==> src/rtl/core_run_monitor_pkg.sv <==
// core_run_monitor_pkg: shared state encoding, default bus constants and byte-merge helper
package core_run_monitor_pkg;

    typedef enum logic [2:0] {
        MON_IDLE    = 3'd0,
        MON_RUN     = 3'd1,
        MON_DONE    = 3'd2,
        MON_TIMEOUT = 3'd3,
        MON_HANG    = 3'd4
    } mon_state_e;

    localparam logic [31:0] DEF_MARKER_ADDR  = 32'h8000_9030;
    localparam logic [31:0] DEF_MARKER_VALUE = 32'hDEAD_BEEF;
    localparam logic [31:0] DEF_RESULT_BASE  = 32'h8000_9000;

    function automatic logic [31:0] be_merge(input logic [31:0] old_v, input logic [31:0] new_v,
                                             input logic [3:0] be);
        logic [31:0] m;
        for (int i = 0; i < 4; i++) m[8*i +: 8] = be[i] ? new_v[8*i +: 8] : old_v[8*i +: 8];
        return m;
    endfunction

endpackage

==> src/rtl/mon_result_slot.sv <==
// mon_result_slot: one 32-bit result word with byte-enable merge and a sticky written flag
module mon_result_slot
    import core_run_monitor_pkg::*;
(
    input  logic        clk,
    input  logic        rst,
    input  logic        clr_i,
    input  logic        we_i,
    input  logic [3:0]  be_i,
    input  logic [31:0] data_i,
    output logic [31:0] data_o,
    output logic        valid_o
);

    logic [31:0] data_q, data_d;
    logic        valid_q, valid_d;

    always_comb begin
        data_d  = clr_i ? '0 : we_i ? be_merge(data_q, data_i, be_i) : data_q;
        valid_d = clr_i ? 1'b0 : valid_q | we_i;
    end

    always_ff @(posedge clk or negedge rst) begin
        if (!rst) begin
            data_q  <= '0;
            valid_q <= 1'b0;
        end else begin
            data_q  <= data_d;
            valid_q <= valid_d;
        end
    end

    assign data_o  = data_q;
    assign valid_o = valid_q;

endmodule

==> src/rtl/core_run_monitor.sv <==
// core_run_monitor: snoops fetch PC and data writes; emits PC samples, captures results,
// and ends the run on a completion marker, a sample-count timeout or a stuck-PC hang.
module core_run_monitor
    import core_run_monitor_pkg::*;
#(
    parameter int unsigned SAMPLE_INTERVAL = 100,
    parameter int unsigned MAX_SAMPLES     = 500,
    parameter int unsigned HANG_SAMPLES    = 8,
    parameter logic [31:0] MARKER_ADDR     = DEF_MARKER_ADDR,
    parameter logic [31:0] MARKER_VALUE    = DEF_MARKER_VALUE,
    parameter logic [31:0] RESULT_BASE     = DEF_RESULT_BASE,
    parameter int unsigned NUM_RESULTS     = 2
) (
    input  logic                      clk,
    input  logic                      rst,
    input  logic                      start_i,
    input  logic                      clear_i,
    input  logic                      pc_valid_i,
    input  logic [31:0]               pc_i,
    input  logic [31:0]               d_addr_i,
    input  logic [31:0]               d_data_wr_i,
    input  logic [3:0]                d_wr_i,
    input  logic                      d_accept_i,
    output logic [2:0]                state_o,
    output logic                      done_o,
    output logic                      timeout_o,
    output logic                      hang_o,
    output logic [31:0]               cycle_count_o,
    output logic                      sample_valid_o,
    output logic [31:0]               sample_pc_o,
    output logic [15:0]               sample_idx_o,
    output logic [32*NUM_RESULTS-1:0] result_data_o,
    output logic [NUM_RESULTS-1:0]    result_valid_o
);

    localparam int IW = $clog2(SAMPLE_INTERVAL);
    localparam int HW = $clog2(HANG_SAMPLES + 1);

    mon_state_e  state_q, state_d;
    logic [31:0] cycle_q, cycle_d;
    logic [IW-1:0] int_q, int_d;
    logic [15:0] idx_q, idx_d;
    logic [31:0] spc_q, spc_d;
    logic        sval_q, sval_d;
    logic [HW-1:0] hang_q, hang_d;
    logic [31:0] last_pc_q;

    logic        wr_ev, marker_hit, in_run, term;
    logic [HW-1:0] hang_nxt;
    logic [15:0] idx_nxt;
    logic        is_hang, is_to;
    logic        unused_addr;

    assign unused_addr = ^d_addr_i[1:0];
    assign wr_ev       = d_accept_i && |d_wr_i;
    assign marker_hit  = wr_ev && d_wr_i == 4'hF && d_addr_i[31:2] == MARKER_ADDR[31:2]
                         && d_data_wr_i == MARKER_VALUE;
    assign in_run      = state_q == MON_RUN;
    assign term        = in_run && int_q == IW'(SAMPLE_INTERVAL - 1);
    // The first sample has no predecessor, so idx_q==0 keeps it out of the hang run
    assign hang_nxt    = (idx_q != '0 && last_pc_q == spc_q) ? hang_q + HW'(1) : '0;
    assign idx_nxt     = idx_q + 16'd1;
    assign is_hang     = hang_nxt == HW'(HANG_SAMPLES);
    assign is_to       = idx_nxt == 16'(MAX_SAMPLES);

    always_comb begin
        state_d = state_q;
        cycle_d = cycle_q;
        int_d   = int_q;
        idx_d   = idx_q;
        spc_d   = spc_q;
        sval_d  = 1'b0;
        hang_d  = hang_q;
        if (clear_i) begin
            state_d = MON_IDLE;
            cycle_d = '0;
            int_d   = '0;
            idx_d   = '0;
            spc_d   = '0;
            hang_d  = '0;
        end else if (state_q == MON_IDLE && start_i) begin
            state_d = MON_RUN;
            cycle_d = 32'd1;
        end else if (in_run) begin
            cycle_d = &cycle_q ? cycle_q : cycle_q + 32'd1;
            int_d   = term ? '0 : int_q + IW'(1);
            // Marker wins over the sample that would close this interval
            if (marker_hit) begin
                state_d = MON_DONE;
            end else if (term) begin
                sval_d  = 1'b1;
                spc_d   = last_pc_q;
                idx_d   = idx_nxt;
                hang_d  = hang_nxt;
                state_d = is_hang ? MON_HANG : is_to ? MON_TIMEOUT : MON_RUN;
            end
        end
    end

    always_ff @(posedge clk or negedge rst) begin
        if (!rst) begin
            state_q   <= MON_IDLE;
            cycle_q   <= '0;
            int_q     <= '0;
            idx_q     <= '0;
            spc_q     <= '0;
            sval_q    <= 1'b0;
            hang_q    <= '0;
            last_pc_q <= '0;
        end else begin
            state_q   <= state_d;
            cycle_q   <= cycle_d;
            int_q     <= int_d;
            idx_q     <= idx_d;
            spc_q     <= spc_d;
            sval_q    <= sval_d;
            hang_q    <= hang_d;
            last_pc_q <= pc_valid_i ? pc_i : last_pc_q;
        end
    end

    for (genvar k = 0; k < int'(NUM_RESULTS); k++) begin : g_slot
        logic slot_we;
        assign slot_we = in_run && wr_ev && d_addr_i[31:2] == RESULT_BASE[31:2] + 30'(k);
        mon_result_slot u_slot (
            .clk    (clk),
            .rst    (rst),
            .clr_i  (clear_i),
            .we_i   (slot_we),
            .be_i   (d_wr_i),
            .data_i (d_data_wr_i),
            .data_o (result_data_o[32*k +: 32]),
            .valid_o(result_valid_o[k])
        );
    end

    assign state_o        = state_q;
    assign done_o         = state_q == MON_DONE;
    assign timeout_o      = state_q == MON_TIMEOUT;
    assign hang_o         = state_q == MON_HANG;
    assign cycle_count_o  = cycle_q;
    assign sample_valid_o = sval_q;
    assign sample_pc_o    = spc_q;
    assign sample_idx_o   = idx_q;

endmodule
==> config.mk <==
export PLATFORM = sky130hd
export DESIGN_NAME = core_run_monitor
export DESIGN_NICKNAME = d
export VERILOG_FILES = /design/src/rtl/core_run_monitor_pkg.sv /design/src/rtl/mon_result_slot.sv /design/src/rtl/core_run_monitor.sv
export SDC_FILE = /design/constraint.sdc
export NUM_CORES = 1
export LEC_CHECK = 0
export ABC_AREA = 1
export ABC_CLOCK_PERIOD_IN_PS = 4600
export CAP_MARGIN = 15
export CORE_MARGIN = 2
export CORE_UTILIZATION = 35
export DETAILED_ROUTE_END_ITERATION = 8
export SLEW_MARGIN = 25
export SYNTH_ARGS = -nofsm -noshare
export SYNTH_HDL_FRONTEND = slang
export SYNTH_SLANG_ARGS = --single-unit
==> constraint.sdc <==
create_clock -name clk -period 4.6 [get_ports clk]
set_input_delay 0.92 -clock clk [delete_from_list [all_inputs] [get_ports clk]]
set_output_delay 0.92 -clock clk [all_outputs]
set_load 0.005 [all_outputs]
Word-level counts from Yosys, hierarchy flattened
Cells that the tools add are included.
Cells by class
  add/subtract/negate cells: 4
  equal/unequal tests: 16
  mux-type cells: 46
  bitwise gates (word level): 2
  reduce and logical (&&, ||, !) cells: 36
Operators by type and width (number)
  $mux 32: 13
  $eq 30x30->1 const B: 3
  $mux 16: 5
  $add 32x1->32 const B: 1
  $eq 32x32->1: 1
  $eq 32x32->1 const B: 1
  $mux 8: 4
  $reduce_and 32->1: 1
  $mux 7: 4
  $mux 4: 6
  $reduce_and 2->1: 11
  $mux 3: 6
  $add 16x1->16 const B: 1
  $eq 16x9->1 const B: 1
  $reduce_bool 16->1: 1
  $reduce_bool 2->1: 8
  $logic_and 1x1->1: 10
  $eq 4x4->1 const B: 2
  $add 7x1->7 const B: 1
  $eq 7x7->1 const B: 1
  $mux 1: 7
  $eq 3x2->1 const B: 2
  $add 4x1->4 const B: 1
  $ne 2x2->1 const B: 2
  other kinds (10): 11
Word-level totals
  bits in registers: 193
  input bits: 106
  output and inout port bits: 153
  word-level logic and storage cells: 122

Depth between registers and ports, before layout
  word-level depth: 10
  gate-level depth with buffers: 15
  mapped depth without buffers: 15

Modules after synthesis
A second synthesis with hierarchy kept.
Unflattened totals
  cells, all modules: 1367
  area, all modules: 10357.4 um2
Modules (own cells, without submodules)
  core_run_monitor: instances 1, cells each 943, area each 7076.8 um2, seq. area each 3178.0 um2
  mon_result_slot: instances 2, cells each 212, area each 1640.3 um2, seq. area each 825.8 um2

Worst setup path before layout
Ideal clock, no wire load.
  kind: input-to-reg
  from: in d_addr_i[5]
  to: reg g_slot[0].u_slot.data_q[21]
  setup time: 119 ps
  data arrival time: 2036 ps
  required time: 4481 ps
  slack: 2445 ps
  cell stages on the path: 8
  path buffers: 1
  path through: or2_1 > nor4_1 > nand2_2 > nand2_4 > nand2_4 > buf_6 > nand2_1 > o21ai_2
Between the ends
  word-level cells in the longest chain between the ends: 4
Ends and longest elaborated chain
  start: declaration: RTL line core_run_monitor.sv:20  | input logic [31:0] d_addr_i,
  $eq 30x30->1: RTL line core_run_monitor.sv:124  | assign slot_we = in_run && wr_ev && d_addr_i[31:2] == RESULT_BASE[31:2] + 30'(k);
  $logic_and 1x1->1: RTL line core_run_monitor.sv:124
  $reduce_bool 2->1 (no source line)
  $reduce_and 2->1 (no source line)
  end signal: assignment: RTL line mon_result_slot.sv:28  | data_q <= data_d;
  end: declaration: RTL line mon_result_slot.sv:15  | logic [31:0] data_q, data_d;
Every way passes these cells.
A chain may end at the register's enable or synchronous reset.

Final worst setup path
  from: in d_data_wr_i[28]
  to: reg hang_q[0]
Between the ends
  word-level cells in the longest chain between the ends: 4
Ends and longest elaborated chain
  start: declaration: RTL line core_run_monitor.sv:21  | input logic [31:0] d_data_wr_i,
  $eq 32x32->1: RTL line core_run_monitor.sv:57  | && d_data_wr_i == MARKER_VALUE;
  $logic_and 1x1->1: RTL line core_run_monitor.sv:57
  $ne 2x2->1 (no source line)
  $reduce_and 4->1 (no source line)
  end signal: assignment: RTL line core_run_monitor.sv:117  | hang_q <= hang_d;
  end: declaration: RTL line core_run_monitor.sv:45  | logic [HW-1:0] hang_q, hang_d;
Every way passes these cells.

==> flow_metrics.env <==
export IMPL_postSynth_asyncResetShare_pct=100.0
export IMPL_finalSetupViolations=0
export IMPL_die_area_sq_mm=0.03036
export IMPL_cts_buffer_depth=2
export IMPL_status="finished clean"
export IMPL_grt_pass1_vias=8609
export IMPL_num_rows=62
export IMPL_endpoint_kind="register"
export IMPL_dr_total_vias=8861
export IMPL_drc=0
export IMPL_arrival_ps=3330
export IMPL_critPathKind="in2reg"
export IMPL_ys_top_cells_by_area="dfrtp_1, nand2_1, inv_1"
export IMPL_period_minus_slack_ps=3046
export IMPL_avgSynthCellArea_sq_um=8.116
export IMPL_worst_slew_pin_slew_ps=734.8
export IMPL_dr_pass1_iters=5
export IMPL_final_setup_skew_ps=14.06
export IMPL_diodes=0
export IMPL_netlist_area_sq_mm=0.01014
export IMPL_ys_top_cells_by_count="nand2_1, dfrtp_1, inv_1"
export IMPL_detail_route_antenna_nets=0
export IMPL_p_leak_nw=5.836
export IMPL_nNetsFinal=1601
export IMPL_yosysMostFrequentCell="nand2_1"
export IMPL_worstPathMaxFanout=36
export IMPL_die_h_um=174.3
export IMPL_synth_edff_count=0
export IMPL_seq_area_frac_synth_pct=47.61
export IMPL_synth_top_area_cell="dfrtp_1"
export IMPL_core_area_sq_mm=0.02863
export IMPL_ys_seq_elements=193
export IMPL_drive_gt1_share_pct=9.188
export IMPL_ir_worst_vdd_v=0.0001721
export IMPL_hold_viol_final=0
export IMPL_synth_cells=1250
export IMPL_grt_pass1_wl_um=45540
export IMPL_powerDensity_mw_per_mm2=286.3
export IMPL_wire_per_inst_um=15.02
export IMPL_cp_startpoint="d_data_wr_i[28]"
export IMPL_max_cap_violations=0
export IMPL_rr_startpoint="state_o[2]"
export IMPL_synth_top_area_share_pct=47.61
export IMPL_vias_per_cell=4.698
export IMPL_yosys_most_used_dff="dfrtp_1"
export IMPL_start_util_pct=35.44
export IMPL_cts_sinks=193
export IMPL_grt_antenna_before_repair=0
export IMPL_clkTransAtPathRegs_ps=70
export IMPL_cts_made_buffers=17
export IMPL_drt_iter0_drc=522
export IMPL_critPathLaunchType="input port"
export IMPL_gp_congestion=0.8690
export IMPL_fmax_mhz=328.3
export IMPL_cts_tree="done"
export IMPL_grt_start_max_net_pins=84
export IMPL_ys_warn_count=0
export IMPL_min_path_type="reg2reg"
export IMPL_io_buffers=256
export IMPL_holdPathStages=1
export IMPL_grt_usage_pct=18.80
export IMPL_reg2reg_depth=10
export IMPL_grt_overflow_total=0
export IMPL_cts_max_level=4
export IMPL_dieWidth_um=174.3
export IMPL_synth_nets=1362
export IMPL_dp_cells=1854
export IMPL_ios=259
export IMPL_min_from="int_q[6]"
export IMPL_clock_latency_ps=440
export IMPL_slew_limit_headroom_pct=50.94
export IMPL_hold_buffers=0
export IMPL_wl_um=28340
export IMPL_ctsResizeCount=0
export IMPL_syn_to_final_growth_pct=32.95
export IMPL_cts_root_buf="clkbuf_16"
export IMPL_cts_setup_buffers=0
export IMPL_grt_setup_unrepaired="no"
export IMPL_timing_final_crit_share_pct=66.21
export IMPL_setup_tns_ps=0
export IMPL_cp_required_ps=4880
export IMPL_maxSlewViolCount=0
export IMPL_final_cells=1886
export IMPL_hpwl_um=20900
export IMPL_synth_cell_type_count=42
## state kept, by name, summed over array words and instances, names as in the netlist
register	count
last_pc_q	32
sample_idx_o	16
cycle_count_o	32
g_slot.u_slot.data_o	64
state_o	3
hang_q	4
sample_valid_o	1
g_slot.u_slot.valid_o	2
int_q	7
sample_pc_o	32
## final cells by class
class | count | area (sq um)
inverter | 155 | 586.8
clock inverter | 13 | 100.1
multi-input combinational | 861 | 4424
fill | 2773 | 15140
tap | 384 | 480.5
timing repair buffer | 261 | 2614
sequential | 193 | 4830
clock buffer | 19 | 452.9
## cell families after synthesis
family          count (synthesis)  share of synthesized area, %
fa+ha+maj                       6                        0.7400
compound gates                200                         11.64
flops                         193                         47.61
buf+inv                       196                         8.781
xor+xnor                       42                         3.626
simple gates                  613                         27.60
## worst paths after layout
check | endpoint | slack [ps]
worst max register to register | cycle_count_o[26] | 2050
min in group asynchronous | cycle_count_o[20] | 500
max in group asynchronous | sample_pc_o[24] | 3130
worst max-delay path | hang_q[0] | 1550
worst min-delay path | int_q[6] | 470
worst min register to register | int_q[6] | 470
## routing by layer
metal	GRT usage (%)	wire (um)	part of all wire [%]	up-vias
met5	0	0	0	-
li1	-	-	-	4490
met3	3.565	1045	3.7	28
met1	25.30	13140	46	4173
met2	30.69	13630	48	170
met4	5.847	523	1.8	0
## metrics by stage
step                instance area, sq um  total power [mW]  hold WS, ps  utilization [%]  setup WS [ps]
CTS                                13490             3.916        467.5            47.11           1522
global placement                   12930             2.462        448.3            45.18           1091
detailed placement                 12930             2.471        458.5            45.18           1052
global route                       13490             4.051        486.3            47.12           1371
floorplan                          10140             2.156        433.1                -           2445
finish                             13490             3.861        466.6            47.12           1554
## worst max-delay path: stages
cell	delay, ps
clkdlybuf4s50_1	450
inv_1	50
nor3_1	410
nand3_1	130
nor2_1	160
nand3_2	180
nand2_4	160
nor2_8	90
inv_2	560
o21ai_0	190
## report_power, final
part	internal, mW	switching (mW)
combinational	0.275	0.308
sequential	1.79	0.0616
clock	0.732	0.698
total	2.79	1.07
## cell usage in the layout (no fill, tap or decap), types with 34 or more instances in the layout
master / count
nand2_1: 358
nand3_1: 41
dfrtp_1: 193
nor3_1: 34
o21ai_0: 71
o21ai_2: 43
o21ai_1: 72
inv_1: 141
nand4_1: 37
clkdlybuf4s50_1: 254
nor2_1: 87
No activity file was read; power rests on OpenSTA's default activity.
